===== src/rtl/mux_pkg.sv =====
// Shared types and constants for the 8-channel 32b data mux and its round-robin arbiter.
package mux_pkg;

    localparam int NUM_CH     = 8;
    localparam int SEL_W      = 3;
    localparam int DATA_WIDTH = 32;

    typedef logic [SEL_W-1:0] sel_t;

    typedef enum logic {
        ARB_IDLE  = 1'b0,
        ARB_GRANT = 1'b1
    } arb_state_e;

endpackage


===== src/rtl/mux_rr_arbiter_rr_pick.sv =====
// Combinational round-robin picker: first set request bit at or above ptr, wrapping past the top channel.
module rr_pick
    import mux_pkg::*;
(
    input  logic [NUM_CH-1:0] req,
    input  sel_t              ptr,
    output logic              found,
    output sel_t              idx
);

    sel_t              w_pos [NUM_CH];
    logic [NUM_CH-1:0] w_rot;
    sel_t              w_off;

    // Rotate the request vector so that bit 0 corresponds to ptr; sel_t addition wraps 7->0.
    genvar gi;
    generate
        for (gi = 0; gi < NUM_CH; gi++) begin : g_rot
            assign w_pos[gi] = ptr + sel_t'(gi);
            assign w_rot[gi] = req[w_pos[gi]];
        end
    endgenerate

    always_comb begin
        w_off = '0;
        for (int i = NUM_CH - 1; i >= 0; i--) begin
            if (w_rot[i]) begin
                w_off = sel_t'(i);
            end
        end
    end

    assign found = |req;
    assign idx   = ptr + w_off;

endmodule


===== src/rtl/mux_rr_arbiter.sv =====
// Round-robin arbiter driving the 8-channel mux selector; grants are held until done_i.
// Optional grant timeout is compiled in when MUX_ARB_TIMEOUT_EN is defined.
module mux_rr_arbiter
    import mux_pkg::*;
#(
    parameter int TIMEOUT_CYC = 16
) (
    input  logic              clk_i,
    input  logic              srst_i,
    input  logic [NUM_CH-1:0] req_i,
    input  logic              done_i,
    output sel_t              selector_o,
    output logic [NUM_CH-1:0] grant_o,
    output logic              valid_o,
    output logic              timeout_o
);

    arb_state_e        r_state, w_state_next;
    sel_t              r_ptr, w_ptr_next;
    sel_t              r_sel, w_sel_next;
    logic [NUM_CH-1:0] r_grant, w_grant_next;
    logic              r_valid, w_valid_next;
    logic              r_timeout, w_timeout_next;

    logic              w_found;
    sel_t              w_idx;
    sel_t              w_pick_ptr;
    logic [NUM_CH-1:0] w_onehot;
    logic              w_release;

`ifdef MUX_ARB_TIMEOUT_EN
    localparam int CNT_W = $clog2(TIMEOUT_CYC + 1);
    logic [CNT_W-1:0] r_cnt, w_cnt_next;
    logic             w_expired;

    assign w_expired = (r_cnt == CNT_W'(TIMEOUT_CYC - 1)) && !done_i;
    assign w_release = done_i || w_expired;
`else
    logic w_unused_cfg;

    assign w_unused_cfg = (TIMEOUT_CYC > 0);
    assign w_release    = done_i;
`endif

    // While granting, the search starts just past the current channel so it ranks last.
    assign w_pick_ptr = (r_state == ARB_GRANT) ? (r_sel + sel_t'(1)) : r_ptr;
    assign w_onehot   = {{(NUM_CH-1){1'b0}}, 1'b1} << w_idx;

    rr_pick u_rr_pick (
        .req   (req_i),
        .ptr   (w_pick_ptr),
        .found (w_found),
        .idx   (w_idx)
    );

    always_comb begin
        w_state_next   = r_state;
        w_ptr_next     = r_ptr;
        w_sel_next     = r_sel;
        w_grant_next   = r_grant;
        w_valid_next   = r_valid;
        w_timeout_next = 1'b0;
`ifdef MUX_ARB_TIMEOUT_EN
        w_cnt_next     = r_cnt;
`endif
        case (r_state)
            ARB_IDLE: begin
                if (w_found) begin
                    w_state_next = ARB_GRANT;
                    w_sel_next   = w_idx;
                    w_grant_next = w_onehot;
                    w_valid_next = 1'b1;
`ifdef MUX_ARB_TIMEOUT_EN
                    w_cnt_next   = '0;
`endif
                end
            end
            ARB_GRANT: begin
                if (w_release) begin
                    w_ptr_next = w_pick_ptr;
`ifdef MUX_ARB_TIMEOUT_EN
                    w_timeout_next = w_expired;
                    w_cnt_next     = '0;
`endif
                    if (w_found) begin
                        w_sel_next   = w_idx;
                        w_grant_next = w_onehot;
                        w_valid_next = 1'b1;
                    end else begin
                        w_state_next = ARB_IDLE;
                        w_grant_next = '0;
                        w_valid_next = 1'b0;
                    end
                end else begin
`ifdef MUX_ARB_TIMEOUT_EN
                    w_cnt_next = r_cnt + CNT_W'(1);
`endif
                end
            end
            default: begin
                w_state_next = ARB_IDLE;
                w_grant_next = '0;
                w_valid_next = 1'b0;
            end
        endcase
    end

    always_ff @(posedge clk_i) begin
        if (srst_i) begin
            r_state   <= ARB_IDLE;
            r_ptr     <= '0;
            r_sel     <= '0;
            r_grant   <= '0;
            r_valid   <= 1'b0;
            r_timeout <= 1'b0;
`ifdef MUX_ARB_TIMEOUT_EN
            r_cnt     <= '0;
`endif
        end else begin
            r_state   <= w_state_next;
            r_ptr     <= w_ptr_next;
            r_sel     <= w_sel_next;
            r_grant   <= w_grant_next;
            r_valid   <= w_valid_next;
            r_timeout <= w_timeout_next;
`ifdef MUX_ARB_TIMEOUT_EN
            r_cnt     <= w_cnt_next;
`endif
        end
    end

    assign selector_o = r_sel;
    assign grant_o    = r_grant;
    assign valid_o    = r_valid;
    assign timeout_o  = r_timeout;

endmodule

===== config.mk =====
export PLATFORM = sky130hd
export DESIGN_NAME = mux_rr_arbiter
export DESIGN_NICKNAME = d
export VERILOG_FILES = /design/src/rtl/mux_pkg.sv /design/src/rtl/mux_rr_arbiter_rr_pick.sv /design/src/rtl/mux_rr_arbiter.sv
export SDC_FILE = /design/constraint.sdc
export NUM_CORES = 1
export LEC_CHECK = 0
export CAP_MARGIN = 20
export CORE_ASPECT_RATIO = 1.5
export CORE_MARGIN = 2
export CORE_UTILIZATION = 31
export DETAILED_ROUTE_END_ITERATION = 10
export GPL_TIMING_DRIVEN = 1
export SYNTH_ARGS = -nofsm -noshare
export SYNTH_HDL_FRONTEND = slang
export SYNTH_SLANG_ARGS = --single-unit
export TNS_END_PERCENT = 10

===== constraint.sdc =====
create_clock -name clk_i -period 3.41 [get_ports clk_i]
set_clock_uncertainty 0.15 [all_clocks]
set_input_delay 0.682 -clock clk_i [delete_from_list [all_inputs] [get_ports clk_i]]
set_output_delay 0.682 -clock clk_i [all_outputs]
set_load 0.02 [all_outputs]

==> metrics <==
outcome=complete, no violations; DP HPWL=3190 um; Max Slew Vio Count=0; Syn Inst Count=154; NumNets Final=243; Die Wd=57.6 um; H-Tree Depth=1; Clk pwr share=7.6%; Mean Syn Cell Area=8.69 um2; Async S/R FF share, synth=0%; drt pass-1 iters=4; reg-to-reg slack, setup=0.01 ns; Leak=0.940 nW; max capacitance violation total=0; Post-synth top flop=dfxtp_1; CTS Sinks=16; Worst-path clk slew=0.06 ns; drt initial violations=41; post-synthesis cell type count=45; Setup WS pre-CTS=-0.513 ns; NetSw=0.000927 W; Seq cells post-synth=16; Tcrit/Tclk final=99.7%; CTS tree=yes; switching share of power=41.5%; combinational power share=79.6%; most common cell after layout, fill and taps aside=buf_4; core area=0.00417 mm2; most frequent cells in the layout=buf_4, clkdlybuf4s50_1, nor2_1, dfxtp_1, nand2_1; Layout Cells excl Fill=274; I/O pins=24; final core area utilization=56.1%; synthesized area=0.00134 mm2; largest net degree at the start of global routing=11; initial antenna violation count=0; EDFF count, synth=0; total global-route track usage=17.5%; DR vias=1,537; sequential-to-total area share from yosys stat=23.9%; Diodes inserted=0; Root Driver=clkbuf_8; Critical Path AT=3.39 ns; sequential power share=12.8%; RSZ-0062 raised after global routing=yes; chip height=84.5 um; worst-path maximum fanout=4; DP Area=0.00194 mm2; CP startpoint kind=flip-flop; routed len/inst=16.2 um; Setup CP Type=reg2reg; vias in the first global route=1,519; Worst-Skew Late Latency=0.25 ns; power density cells=954 mW/mm2; P&R area growth vs syn=75.0%; worst vdd ir=0.544 mV; initial cell density of the core=32.1%; Vias/cell=5.61; Setup violations, final=0; first-pass GRT wire length=6800 um; Num CTS Buffers=3; final hold vios=0; Hold Crit Class=reg2reg; placed cells=259; setup ws final=0.00960 ns; share of cells above drive strength 1=51.8%; routability cong.=1.05; post-route ant nets=0; Syn Nets=168; Die ar.=0.00487 mm2; CP endpoint kind=flip-flop; post-route cell area=0.00234 mm2; CTS max path bufs=2; WL final=4440 um; hold_buf cts=0; P_int=0.00131 W; Row Count=29; Fmax=0.294 GHz; DRC violations left=0; Yosys warning count=0; port bufs=22; Critical Path RT=3.40 ns; min cycle time layout=3.40 ns; total gr overflow=0
==> kinds of logic (layout without fill, tap and decap cells) <==
family | Yosys count | after routing | share of synthesized area, %
muxes | 15 | 15 | 16.7
buffers and inverters | 10 | 83 | 3.83
adders and majority gates | 3 | 3 | 3.37
AOI/OAI and AO/OA | 50 | 51 | 26.0
other | 1 | 1 | 0.280
xor gates and xnor gates | 8 | 8 | 5.24
and+or+nand+nor | 51 | 51 | 20.6
DFF | 16 | 16 | 23.9
==> critical path, stage by stage (launching register included) <==
cell,delay (ns)
dfxtp_4,0.36
ha_4,0.23
mux2_4,0.29
ha_4,0.29
mux4_2,0.34
mux2_2,0.28
a211o_1,0.26
o21bai_2,0.19
fa_2,0.49
and2_4,0.16
a32o_1,0.25
==> area by class of cell <==
type                       count  area [um2]
fill                         361        1830
multi-input combinational    129        1260
timing repair buffer          74         616
sequential                    16         332
tap                           46        57.6
clock buffer                   4        55.1
inverter                       5        21.3
==> routing by layer <==
layer	vias up	track usage, %	share of wire [%]
li1	730	-	-
met1	763	18.1	38
met2	34	32.9	57
met3	10	3.54	3.2
met4	0	7.40	2.4
met5	-	0	0
==> what timing repair did <==
item | 4_1_cts | 5_1_grt
gates cloned | 0 | 1
buffers inserted | 9 | 1
hold endpoints to repair | 0 | 0
resized for setup | 39 | 26
pin swaps | 16 | 11
setup endpoints to repair | 10 | 11
==> through the flow <==
stage	TNS (ns)	power (W)	hold WS, ns
6_report	0	0.00223	0.298
5_1_grt	-0.902	0.00239	0.328
4_1_cts	-0.00428	0.00203	0.306
3_5_place_dp	-4.40	0.00163	0.291
3_3_place_gp	-4.37	0.00161	0.291
2_1_floorplan	-0.152	0.00105	0.305
==> final timing paths <==
check	startpoint	endpoint	depth (start not counted)
worst max-delay path	selector_o[0]$_SDFFE_PP0P_	grant_o[0]$_SDFFE_PP0P_	10
worst min-delay path	grant_o[1]$_SDFFE_PP0P_	grant_o[1]$_SDFFE_PP0P_	2
worst max register to register	selector_o[0]$_SDFFE_PP0P_	grant_o[0]$_SDFFE_PP0P_	10
worst min register to register	grant_o[1]$_SDFFE_PP0P_	grant_o[1]$_SDFFE_PP0P_	2
==> synthesized netlist by cell type (all sizes together), types with 2 or more instances <==
master  instances  area [um2]
dfxtp          16         320
nor2           14        60.1
a21oi          12        60.1
nand2          10        37.5
nand3           8        40.0
a211oi          7        52.6
mux2i           7        70.1
o21ai           7        35.0
and2            5        31.3
inv             5        18.8
o31ai           5        37.5
xnor2           5        43.8
a32o            4        40.0
buf             4        28.8
mux2            4        48.8
mux4            4         105
nand2b          4        25.0
a311oi          3        32.5
o21bai          3        22.5
o22ai           3        18.8
xor2            3        26.3
a21o            2        15.0
ha              2        25.0
nor2b           2        20.0
or4             2        15.0
==> state kept, by name (all words and copies together), names as in the netlist <==
register and count:
valid_o 1, grant_o 8, selector_o 3, r_ptr 3
r_state 1
==> power groups by stage <==
stage                     combinational [W]  sequential [W]  clock, W
after floorplan                    0.000703        0.000345         0
after global placement              0.00133        0.000286         0
after detailed placement            0.00135        0.000286         0
after CTS                           0.00157        0.000282  0.000174
after global routing                0.00191        0.000292  0.000182
final                               0.00178        0.000286  0.000170
Power figures use the tool's default switching activity.
